--- src/rtl/ones_comp_pkg.sv ---
// Shared types and constants for the bit-serial ones'-complement ALU.
`timescale 1ns/1ps
package ones_comp_pkg;

  localparam int DEFAULT_WIDTH = 4;

  typedef enum logic [1:0] {
    IDLE = 2'd0,
    ADD  = 2'd1,
    WRAP = 2'd2,
    DONE = 2'd3
  } state_t;

  // Bit-index counter width; a floor of one bit keeps the counter legal.
  function automatic int idx_width(input int w);
    return (w > 1) ? $clog2(w) : 1;
  endfunction

endpackage

--- src/rtl/full_adder.sv ---
// Single-bit full adder cell, time-shared by the serial ALU.
`timescale 1ns/1ps
module full_adder (
  input  logic A,
  input  logic B,
  input  logic Cin,
  output logic Y,
  output logic Cout
);

  assign Y    = A ^ B ^ Cin;
  assign Cout = (A & B) | (A & Cin) | (B & Cin);

endmodule

--- src/rtl/ones_comp_serial_alu.sv ---
// Bit-serial ones'-complement add/subtract with end-around-carry wrap pass.
// Build option: define NORM_NEG_ZERO_EN to write a -0 result to Y as +0.
`timescale 1ns/1ps
module ones_comp_serial_alu
  import ones_comp_pkg::*;
#(
  parameter int WIDTH = DEFAULT_WIDTH
) (
  input  logic             clk,
  input  logic             rst,
  input  logic             start,
  input  logic             sub,
  input  logic [WIDTH-1:0] A,
  input  logic [WIDTH-1:0] B,
  output logic             busy,
  output logic             done,
  output logic [WIDTH-1:0] Y,
  output logic             neg_zero
);

  localparam int                 IDX_W    = idx_width(WIDTH);
  localparam logic [IDX_W-1:0]   LAST_IDX = IDX_W'(WIDTH - 1);

  state_t           r_state;
  state_t           w_next;
  logic [WIDTH-1:0] r_op_a;
  logic [WIDTH-1:0] r_op_b;
  logic [WIDTH-1:0] r_res;
  logic [IDX_W-1:0] r_idx;
  logic             r_carry;

  logic             w_fa_a;
  logic             w_fa_b;
  logic             w_fa_cin;
  logic             w_sum;
  logic             w_cout;
  logic             w_last;

  assign w_last = (r_idx == LAST_IDX);

  full_adder u_cell (
    .A    (w_fa_a),
    .B    (w_fa_b),
    .Cin  (w_fa_cin),
    .Y    (w_sum),
    .Cout (w_cout)
  );

  always_ff @(posedge clk or posedge rst) begin
    if (rst) r_state <= IDLE;
    else     r_state <= w_next;
  end

  // The result register shifts LSB-first, so during WRAP bit r_res[0] is
  // always the bit whose index matches r_idx; a full WRAP rotates it back.
  always_comb begin
    w_next   = r_state;
    w_fa_a   = 1'b0;
    w_fa_b   = 1'b0;
    w_fa_cin = 1'b0;
    case (r_state)
      IDLE: begin
        if (start) w_next = ADD;
      end
      ADD: begin
        w_fa_a   = r_op_a[r_idx];
        w_fa_b   = r_op_b[r_idx];
        w_fa_cin = r_carry;
        if (w_last) w_next = w_cout ? WRAP : DONE;
      end
      WRAP: begin
        w_fa_a   = r_res[0];
        w_fa_cin = r_carry;
        if (w_last) w_next = DONE;
      end
      DONE: begin
        w_next = IDLE;
      end
      default: w_next = IDLE;
    endcase
  end

  always_ff @(posedge clk or posedge rst) begin
    if (rst) begin
      r_op_a   <= '0;
      r_op_b   <= '0;
      r_res    <= '0;
      r_idx    <= '0;
      r_carry  <= 1'b0;
      busy     <= 1'b0;
      done     <= 1'b0;
      Y        <= '0;
      neg_zero <= 1'b0;
    end else begin
      done <= (r_state == DONE);
      busy <= (w_next != IDLE);
      case (r_state)
        IDLE: begin
          if (start) begin
            r_op_a  <= A;
            r_op_b  <= sub ? ~B : B;
            r_carry <= 1'b0;
            r_idx   <= '0;
          end
        end
        ADD, WRAP: begin
          // On the last ADD bit the carry-out is the around bit, seeding WRAP.
          r_res   <= {w_sum, r_res[WIDTH-1:1]};
          r_carry <= w_cout;
          r_idx   <= w_last ? '0 : r_idx + 1'b1;
        end
        DONE: begin
          neg_zero <= &r_res;
`ifdef NORM_NEG_ZERO_EN
          Y <= (&r_res) ? '0 : r_res;
`else
          Y <= r_res;
`endif
        end
        default: ;
      endcase
    end
  end

endmodule

--- config.mk ---
export PLATFORM = sky130hd
export DESIGN_NAME = ones_comp_serial_alu
export DESIGN_NICKNAME = d
export VERILOG_FILES = /design/src/rtl/ones_comp_pkg.sv /design/src/rtl/full_adder.sv /design/src/rtl/ones_comp_serial_alu.sv
export SDC_FILE = /design/constraint.sdc
export NUM_CORES = 1
export LEC_CHECK = 0
export CAP_MARGIN = 20
export CELL_PAD_IN_SITES_DETAIL_PLACEMENT = 0
export CELL_PAD_IN_SITES_GLOBAL_PLACEMENT = 1
export CORE_ASPECT_RATIO = 0.8
export CORE_UTILIZATION = 41
export DETAILED_ROUTE_END_ITERATION = 7
export PLACE_DENSITY = 0.82
export SYNTH_ARGS = -nofsm -noshare
export SYNTH_HDL_FRONTEND = slang
export SYNTH_SLANG_ARGS = --single-unit
--- constraint.sdc ---
create_clock -name clk -period 3.05 [get_ports clk]
set_input_delay 0.4575 -clock clk [delete_from_list [all_inputs] [get_ports clk]]
set_output_delay 0.4575 -clock clk [all_outputs]
set_load 0.01 [all_outputs]
==> results.json, run 1 <==
{
  "crit_required_ns": 3.25,
  "grt_pass1_vias": 739,
  "yosys-top-cells-count": "dfrtp_1, mux2_2, nand2_1, ha_1, o21ai_0",
  "syn2layout_area_growth_pct": 20.89,
  "pwr_density_cell_nw_per_um2": 994.4,
  "drt_iter0_markers": 17,
  "cts-root-buf": "clkbuf_4",
  "cts_repair_resize_count": 0,
  "timing.final.crit_share": 0.8430,
  "netlist.area_leader.share": 0.5195,
  "diodes": 0,
  "cp_cell_sequence": "inv_1 > ha_1 > nand3b_1 > o22ai_1 > a31oi_1 > fa_1 > nand2b_1 > a211oi_1 > o22ai_1",
  "ys.flop_type": "dfrtp_1",
  "portBuffers": 18,
  "p_seq_frac": 0.412,
  "finalCriticalPeriod_ns": 2.571,
  "post-place-ws_ns": 0.4819,
  "synthTopCellsByArea": "dfrtp_1, mux2_2, ha_1",
  "grtUsageTotal": 0.1462,
  "globalplace.congestion": 0.8597,
  "synth_nets": 112,
  "clk_pin_slew_ns": 0.13,
  "setup_tns_ns": 0,
  "final_nets": 132,
  "cp_num_buf_inv": 1,
  "synth_fa_ha_area_frac": 0.08225,
  "cpMostUsedCell": "o22ai_1",
  "crit_path_top_delay_cell": "ha_1",
  "grt_max_degree": 25,
  "drtAntennaViolNets": 0,
  "synth_top_family_by_area": "multiplexers",
  "fin_skew_ns": 0.008539,
  "synth_top_area_cell": "dfrtp_1",
  "synth_edf_count": 0,
  "dieHeight_um": 49.50,
  "postCtsSetupRepairBufs": 0,
  "syn_inst": 93,
  "setup_viol": 0,
  "routedWlPerCell_um": 12.12,
  "dieWidth_um": 61.37,
  "slew_violations": 0,
  "synth-async-reset-ratio": 1.000,
  "drc": 0,
  "synth.avg_cell_area_um2": 12.43,
  "start_util": 0.4512,
  "grt_pass1_wl_mm": 3.236,
  "power.switching_mw": 0.4964,
  "synthSimpleGateAreaFrac": 0.09091,
  "sw_frac_of_total": 0.3572,
  "syn-cell-area_um2": 1156,
  "report.final.hold_viol_count": 0,
  "numCtsBuffers": 3,
  "io_pins": 19,
  "layout-drive-gt1-share": 0.1696,
  "power.leakage_nw": 0.6010,
  "cts_tree": "done",
  "clock_sinks": 24,
  "vias": 721,
  "yosysWarnings": 0,
  "clk_latency_ns": 0.31,
  "power_frac_clock": 0.117,
  "synth_compound_area_frac": 0.07900,
  "fin_area_um2": 1398,
  "routed_via_density": 4.872,
  "drt_first_pass_iters": 2,
  "htreeDepth": 1,
  "fmax_ghz": 0.3889,
  "antenna_found_initial": 0,
  "ys_seq_area_frac": 0.5195,
  "worst-setup-path-type": "reg -> reg",
  "max_slew_margin": 0.4230,
  "ys_ff_latch": 24,
  "cts_buffer_depth": 2,
  "status": "finished, final reports clean",
  "arrival_ns": 2.77,
  "cp-end-kind": "register",
  "synth_cell_types": 29,
  "placement.cell_area_um2": 1361,
  "layout_setup_ws_ns": 0.4787,
  "muxShareOfSynthArea": 0.1677,
  "cp_max_fo": 12,
  "overflow": 0,
  "critPathMaxStageDelay_ns": 0.52,
  "yosysMostFrequentCell": "dfrtp_1",
  "worst_slew_pin_slew_ns": 0.8646,
  "synth-xor-area-share": 0.03030,
  "hp-class": "reg -> reg",
  "die_area_um2": 3038,
  "postRouteWirelength_mm": 1.794,
  "core_area_um2": 2562,
  "intPower_mw": 0.8933,
  "cp-start-kind": "register",
  "irDropWorstVdd_v": 0.0003813,
  "cap_violations": 0,
  "path_delay_family": "adder cells",
  "rows": 16,
  "p_comb_frac": 0.470,
  "dp_hpwl_mm": 1.398,
  "hold_buffers": 0,
  "rsz0062_at_grt": "no"
}
## worst paths after layout
kind,from,to,slack (ns),depth (start not counted)
max,r_state[1],busy,0.48,9
min,r_op_b[2],r_op_b[2],0.50,2
max reg2reg,r_state[1],busy,0.48,9
min reg2reg,r_op_b[2],r_op_b[2],0.50,2
max in group asynchronous,rst,r_state[0],1.91,2
min in group asynchronous,rst,r_op_b[0],0.60,2
## cells in the final DEF, fill, tap and decap left out, types with 3 or more instances in the layout
master            n
clkdlybuf4s50_1  18
xnor2_1           4
nand2b_1          3
nand2_1           9
mux2_2            9
dfrtp_1          24
ha_1              6
nor2_1            4
clkbuf_4          3
mux2i_1           4
o21ai_0           5
inv_1             4
## layout make-up
type                    instances  area (µm²)
clock buffers                   4       36.28
fillers                       238        1165
inverters                       4       15.01
multi-input cells              62       520.5
flip-flops and latches         24       600.6
well taps                      36       45.04
repair buffers                 18       180.2
## power groups by stage
stage               Sequential [mW]  Clock, mW  Combinational, mW
CTS                           0.577      0.170              0.661
global route                  0.597      0.181              0.737
floorplan                     0.572          0              0.484
global placement              0.575          0              0.645
finish                        0.573      0.163              0.654
detailed placement            0.584          0              0.659
## state kept, by name, indices dropped and copies added (netlist names), 2 cells and up
signal   flops
r_op_a       4
r_idx        2
r_res        4
Y            4
r_state      2
r_op_b       4
## worst reg2reg max path, delay by kind of cell (launching register included)
kind / cells / cell delay, ns
fa+ha+maj: 2 / 0.97
compound gates: 4 / 0.68
flops: 1 / 0.45
simple gates: 2 / 0.27
buf+inv: 1 / 0.10
## cells by family after synthesis
logic type,count (synthesis)
xor gates and xnor gates,4
adders and majority gates,7
AOI/OAI and AO/OA,14
and+or+nand+nor,21
DFF,24
buffers and inverters,7
muxes,16
## per-layer routing
metal | GRT usage | wire (µm)
met5 | 0 | 0
met4 | 0.02963 | 0
met3 | 0.05512 | 79
met2 | 0.2355 | 815
met1 | 0.1866 | 900
## through the flow
| step | cells | hold slack [ns] | power [mW] | utilization |
|---|---|---|---|---|
| finish | 148 | 0.5031 | 1.390 | 0.5454 |
| global route | 148 | 0.5438 | 1.516 | 0.5454 |
| CTS | 148 | 0.5116 | 1.407 | 0.5454 |
| detailed placement | 144 | 0.4821 | 1.243 | 0.5313 |
| global placement | 144 | 0.4635 | 1.220 | 0.5313 |
| floorplan | 93 | 0.4441 | 1.056 | - |
(Power assumes the default switching activity.)
==> run 2, diff against run 1 <==
- CORE_UTILIZATION: 41 -> 37
- PLACE_DENSITY: 0.82 -> 0.78
- clock period: 3.05 -> 2.32 ns (I/O delays scaled with it)
==> results.json, run 2 (synthesis results as in run 1) <==
{
  "status": "finished, final reports clean",
  "overflow": 0,
  "cp-end-kind": "register",
  "sw_frac_of_total": 0.3503,
  "layout-drive-gt1-share": 0.2348,
  "timing.final.crit_share": 0.9396,
  "p_seq_frac": 0.374,
  "postRouteWirelength_mm": 1.895,
  "final_cell_mix": "dfrtp_1, clkdlybuf4s50_1, mux2_2, nand2_1, o21ai_0",
  "layout_setup_ws_ns": 0.1402,
  "fin_skew_ns": 0.002454,
  "dp_hpwl_mm": 1.488,
  "postCtsSetupRepairBufs": 0,
  "diodes": 0,
  "drt_iter0_markers": 18,
  "power_frac_clock": 0.118,
  "clk_pin_slew_ns": 0.08,
  "fin_cells": 153,
  "post-place-ws_ns": -0.01164,
  "rows": 17,
  "arrival_ns": 2.32,
  "r2r_start": "r_state[0]",
  "fin_area_um2": 1468,
  "intPower_mw": 1.289,
  "grt_max_degree": 25,
  "crit_start": "r_state[0]",
  "hp-class": "in -> async",
  "slew_violations": 0,
  "report.final.hold_viol_count": 0,
  "setup_tns_ns": 0,
  "globalplace.congestion": 0.8209,
  "utilization": 0.5111,
  "cts_tree": "done",
  "grtUsageTotal": 0.1421,
  "clock_sinks": 24,
  "syn2layout_area_growth_pct": 26.95,
  "drtAntennaViolNets": 0,
  "max_slew_margin": 0.7982,
  "p_comb_frac": 0.507,
  "cts_buffer_depth": 2,
  "clk_latency_ns": 0.26,
  "final_common_cell": "dfrtp_1",
  "htreeDepth": 1,
  "dp.cells": 150,
  "finalCriticalPeriod_ns": 2.180,
  "cap_violations": 0,
  "worst-setup-path-type": "reg -> reg",
  "grt_pass1_wl_mm": 3.532,
  "dieWidth_um": 64.50,
  "fmax_ghz": 0.4588,
  "dieHeight_um": 52.00,
  "placement.cell_area_um2": 1394,
  "cp_max_fo": 6,
  "setup_viol": 0,
  "io_pins": 19,
  "irDropWorstVdd_v": 0.0004901,
  "cp-start-kind": "register",
  "rsz0062_at_grt": "no",
  "numCtsBuffers": 3,
  "final_nets": 136,
  "core_area_um2": 2872,
  "drt_first_pass_iters": 2,
  "portBuffers": 18,
  "fin_total_pwr_mw": 1.985,
  "die_area_um2": 3353,
  "grt_pass1_vias": 815,
  "vias": 750,
  "power.leakage_nw": 0.6253,
  "hold_buffers": 0,
  "cts-root-buf": "clkbuf_8",
  "worst_slew_pin_slew_ns": 0.2943,
  "n_fill_cell": 274,
  "routedWlPerCell_um": 12.39,
  "routed_via_density": 4.902,
  "antenna_found_initial": 0,
  "holdWs_ns": 0.4157,
  "start_util": 0.4026,
  "pwr_density_cell_nw_per_um2": 1352,
  "power.switching_mw": 0.6953,
  "crit_required_ns": 2.46,
  "drc": 0
}
-- run 2: final cells by class --
type                            count  area (µm²)  share of cell area
Sequential cell                    24       600.6              0.4092
Inverter                            4       15.01             0.01023
Tap cell                           38       47.55             0.03240
Timing Repair Buffer               22       210.2              0.1432
Clock buffer                        3       41.29             0.02813
Multi-Input combinational cell     62       553.0              0.3768
-- run 2: worst max-delay path, stage by stage (launching register included) --
cell,delay (ns)
dfrtp_1,0.36
inv_1,0.10
ha_4,0.31
nand3b_1,0.08
o22ai_1,0.19
a31oi_1,0.09
fa_2,0.40
nand2b_1,0.16
a211oi_2,0.24
o22ai_1,0.11
-- run 2: timing repair --
action | in CTS | in global routing
gates resized for setup | 1 | 5
gates cloned | 0 | 0
endpoints found under the setup margin | 2 | 2
-- run 2: routing by layer --
layer  share of wire  vias up  GRT usage
met5               0        -          0
met4          0.0063        0    0.03333
met3           0.051        4    0.05263
met2            0.50       19     0.2684
met1            0.44      355     0.1506
li1                -      372          -
-- run 2: power by group through the flow --
| stage | sequential, mW | combinational [mW] | clock [mW] |
|---|---|---|---|
| 6_report | 0.743 | 1.01 | 0.235 |
| 2_1_floorplan | 0.752 | 0.636 | 0 |
| 5_1_grt | 0.773 | 1.12 | 0.264 |
| 3_3_place_gp | 0.745 | 0.913 | 0 |
| 4_1_cts | 0.747 | 0.986 | 0.246 |
| 3_5_place_dp | 0.756 | 0.937 | 0 |
-- run 2: worst paths after layout --
check	end	slack [ns]	cells after the start
setup / recovery	busy	0.14	9
hold / removal	Y[0]	0.42	3
setup reg to reg	busy	0.14	9
hold reg to reg	r_op_b[1]	0.48	2
max in group asynchronous	r_res[2]	1.68	3
min in group clk	r_op_b[1]	0.48	2
==> variant 1 (settings of run 2) <==
The 4 states of `state_t` get a Gray code encoding in 2 bits.
--- a/src/rtl/ones_comp_pkg.sv
+++ b/src/rtl/ones_comp_pkg.sv
@@ -5,10 +5,10 @@
   localparam int DEFAULT_WIDTH = 4;
 
   typedef enum logic [1:0] {
-    IDLE = 2'd0,
-    ADD  = 2'd1,
-    WRAP = 2'd2,
-    DONE = 2'd3
+    IDLE = 2'b00,
+    ADD  = 2'b01,
+    WRAP = 2'b11,
+    DONE = 2'b10
   } state_t;
 
   // Bit-index counter width; a floor of one bit keeps the counter legal.
Function: same outputs for any inputs over 10 cycles, from zero or initial values and one cycle with rst high; not proved beyond that.
==> variant 1 against run 2 <==
- clock skew is essentially flat
- sequential cell count is the same
- first-iteration DRC count fell by 28%
- worst setup slack gained 240 ps
- critical path type unchanged
- final area is 11% lower
- total power down 18%
- area after synthesis fell by 9.4%
- largest power group is now registers
- wire length decreased by 11%
- non-clock buffer count is 2 lower
- via count is 14% lower
- worst hold slack got worse by 59 ps
- largest cell class unchanged
==> variant 1: results (changes against run 2) <==
number of diodes=0 (unchanged); layout cell share with drive strength beyond 1=12.9% (-11 points); Via density=4.69 (-4.3%); critical path arrival=2190 ps (-130 ps); CP max FO=4 (-2); HPWL after DPL=1.28 mm (-14%); pre-CTS WS=394 ps (+405 ps); number of library cell types mapped by synthesis=23 (-21%); synth top area cells=dfrtp_1 (57%), mux2_1 (8.6%), mux2_2 (5.4%); Clock Tree Root=clkbuf_4; clock skew=2.26 ps (-0.199 ps); Reg clk slew, reported paths=120 ps (+40 ps); Leakage=0.555 nW (-11%); Clock Latency Late Sink=310 ps (+50 ps); RD Place Congestion=0.734 (-11%); post-CTS setup buffers=0 (unchanged); vias in the first global route=646 (-21%); YS warnings=0 (unchanged); Max clock buf depth=2 (unchanged); Net Sw Power=0.535 mW (-23%); Fmax achieved=515 MHz (+12%); first-pass GRT wire length=3.09 mm (-12%); drt initial violations=13 (-5); routed wire length=1.69 mm (-11%); Worst-Margin Slew=502 ps (+207 ps); main flop type after synthesis=dfrtp_1; post-synthesis sequential area ratio=57.3% (+5.4 points); antenna violations before repair=0 (unchanged); VDD IR max=0.590 mV (+20%); worst reg-to-reg setup slack=380 ps (+240 ps); worst hold path class=in2async; Post-synth top cells=dfrtp_1 (24), mux2_1 (8), nor2_1 (8); syn_nets=95 (-15%); post_cts resized=0 (-1); asr flop ratio synth=100% (unchanged); First-pass DRT Iterations=3 (+1); # H-tree levels=1 (unchanged); number of synthesized flops with an enable pin=0 (unchanged); nets=116 (-15%); pin count of the biggest net entering global routing=25 (unchanged); status=finished, final reports clean; GRT Total Usage=14.2% (about the same); IO buf count=18 (unchanged); Num CTS Buffers=3 (unchanged)
-- variant 1: per-layer routing --
layer  share of wire [%]  track usage [%]  vias up  wire length (um)
li1                    -                -      315                 -
met1                  47             19.9      312               800
met2                  48             20.8       13               815
met3                 3.1             4.72        3                52
met4                0.95             4.44        0                16
met5                   0                0        -                 0
-- variant 1: cell type report --
| type | count | area, sq um |
|---|---|---|
| inverters | 4 | 15.0 |
| repair buffers | 20 | 195 |
| well taps | 36 | 45.0 |
| flip-flops and latches | 24 | 601 |
| multi-input cells | 49 | 410 |
| clock buffers | 4 | 36.3 |
| fillers | 256 | 1260 |
-- variant 1: cell families after synthesis --
group                      share of synthesized area, %
xor gates and xnor gates                           3.34
adders and majority gates                          3.11
DFF                                                57.3
and+or+nand+nor                                    8.96
buffers and inverters                              3.46
muxes                                              18.6
AOI/OAI and AO/OA                                  5.14
-- variant 1: final timing paths --
kind	start	to	cells past startpoint
min in group clk	neg_zero	neg_zero	2
max in group asynchronous	rst	r_res[3]	3
max	r_idx[0]	r_res[3]	5
min	rst	r_op_a[2]	3
min reg2reg	neg_zero	neg_zero	2
max reg2reg	r_idx[0]	r_res[3]	5
-- variant 1: metrics by stage --
step / util (%) / area [sq um] / instances / power, mW / hold slack [ps]
CTS: 50.8 / 1300 / 137 / 1.65 / 359
global route: 50.8 / 1300 / 137 / 1.76 / 409
global placement: 49.4 / 1270 / 133 / 1.40 / 465
finish: 50.8 / 1300 / 137 / 1.62 / 357
floorplan: - / 1050 / 81 / 1.20 / 363
detailed placement: 49.4 / 1270 / 133 / 1.43 / 472
-- variant 1: critical path, stage by stage (launching register included) --
cell	delay [ps]
dfrtp_1	460
mux4_2	520
mux2_2	270
nand2_1	90
fa_1	400
a21oi_1	140
-- variant 1: power by group through the flow --
stage	clock network [mW]	logic (mW)	registers, mW
CTS	0.229	0.635	0.790
finish	0.216	0.623	0.786
floorplan	0	0.446	0.755
detailed placement	0	0.631	0.800
global placement	0	0.608	0.791
global route	0.245	0.692	0.825
==> variant 2 (config.mk and constraints of run 2) <==
Made on the original files. The package constant `DEFAULT_WIDTH` goes from 4 to 6.
--- a/src/rtl/ones_comp_pkg.sv
+++ b/src/rtl/ones_comp_pkg.sv
@@ -2,7 +2,7 @@
 `timescale 1ns/1ps
 package ones_comp_pkg;
 
-  localparam int DEFAULT_WIDTH = 4;
+  localparam int DEFAULT_WIDTH = 6;
 
   typedef enum logic [1:0] {
     IDLE = 2'd0,
Interface: changed (resized A, B and Y); port bits go from 19 to 25. The function was not compared with the original's and may differ.
==> variant 2 against run 2 <==
- total power is 26% higher
- area after synthesis is 40% higher
- maximum frequency is 2.6% higher
- die area is 38% higher
- final area is 36% higher
- critical path type unchanged
- sequential power is 41% higher
- worst setup slack better by 56 ps
- wire length is 53% higher
- largest power group is now registers
- sequential cell count is 9 higher
==> variant 2: results (changes against run 2) <==
P_int=1.64 mW (+27%); grt met1 use=18.5% (+3.4 points); pre-CTS WS=185 ps (+197 ps); met2 Use GR=22.3% (-4.5 points); clock skew=6.16 ps (+3.70 ps); Slowest cell on crit path=fa_1; Layout fillers=362 (+32%); Leakage=0.857 nW (+37%); drt initial violations=96 (+78); CP max FO=4 (-2); Placed Instances=211 (+41%); nets=183 (+35%); status=finished, final reports clean; Synth Area in Compound Gates=8.58% (+0.68 points); vias=1085 (+45%); vias in the first global route=1080 (+33%); IO buf count=24 (+6); critical path arrival=2280 ps (-40 ps); layout cell share with drive strength beyond 1=19.9% (-3.6 points); Net Sw Power=0.870 mW (+25%); GRT Total Usage=14.5% (+0.32 points); pin count of the biggest net entering global routing=34 (+36%); Clock Latency Late Sink=290 ps (+30 ps); synth top area cells=dfrtp_1 (51%), mux2_2 (12%), ha_1 (3.9%); met3 WL=146 um (+52%); placed inst area=1900 sq um (+37%); first-pass GRT wire length=4.97 mm (+41%); # H-tree levels=2 (+1); DR WL met2=1.30 mm (+38%); First-pass DRT Iterations=4 (+2); XOR/XNOR Fraction of Synth Area=3.25% (+0.22 points); sequential power share=41.9% (+4.5 points); Max-slew headroom=71.8% (-8.1 points); syn avg cell area=11.9 sq um (-4.3%)
-- variant 2: changes by cell type in the layout (fill, tap and decap cells not counted), sizes merged, moves of 3 or more --
cell	change
nor2	-3
clkdlybuf4s50	+6
clkbuf	+4
mux2	+6
dfrtp	+9
nor3	+3
nor2b	+3
o21ai	+7
-- variant 2: layout make-up --
cell class / instances / area, sq um / area share [%]
clock buffers: 7 / 86.3 / 4.34
inverters: 6 / 22.5 / 1.13
multi-input cells: 89 / 728 / 36.6
flip-flops and latches: 33 / 827 / 41.5
well taps: 57 / 71.3 / 3.58
repair buffers: 26 / 255 / 12.8
-- variant 2: worst paths after layout --
| check | to | slack [ps] | cells past startpoint |
|---|---|---|---|
| min in group clk | r_op_b[1] | 490 | 2 |
| worst max register to register | busy | 200 | 8 |
| worst min register to register | r_op_b[1] | 490 | 2 |
| worst min-delay path | Y[1] | 440 | 3 |
| worst max-delay path | busy | 200 | 8 |
| max in group asynchronous | r_idx[0] | 1540 | 3 |
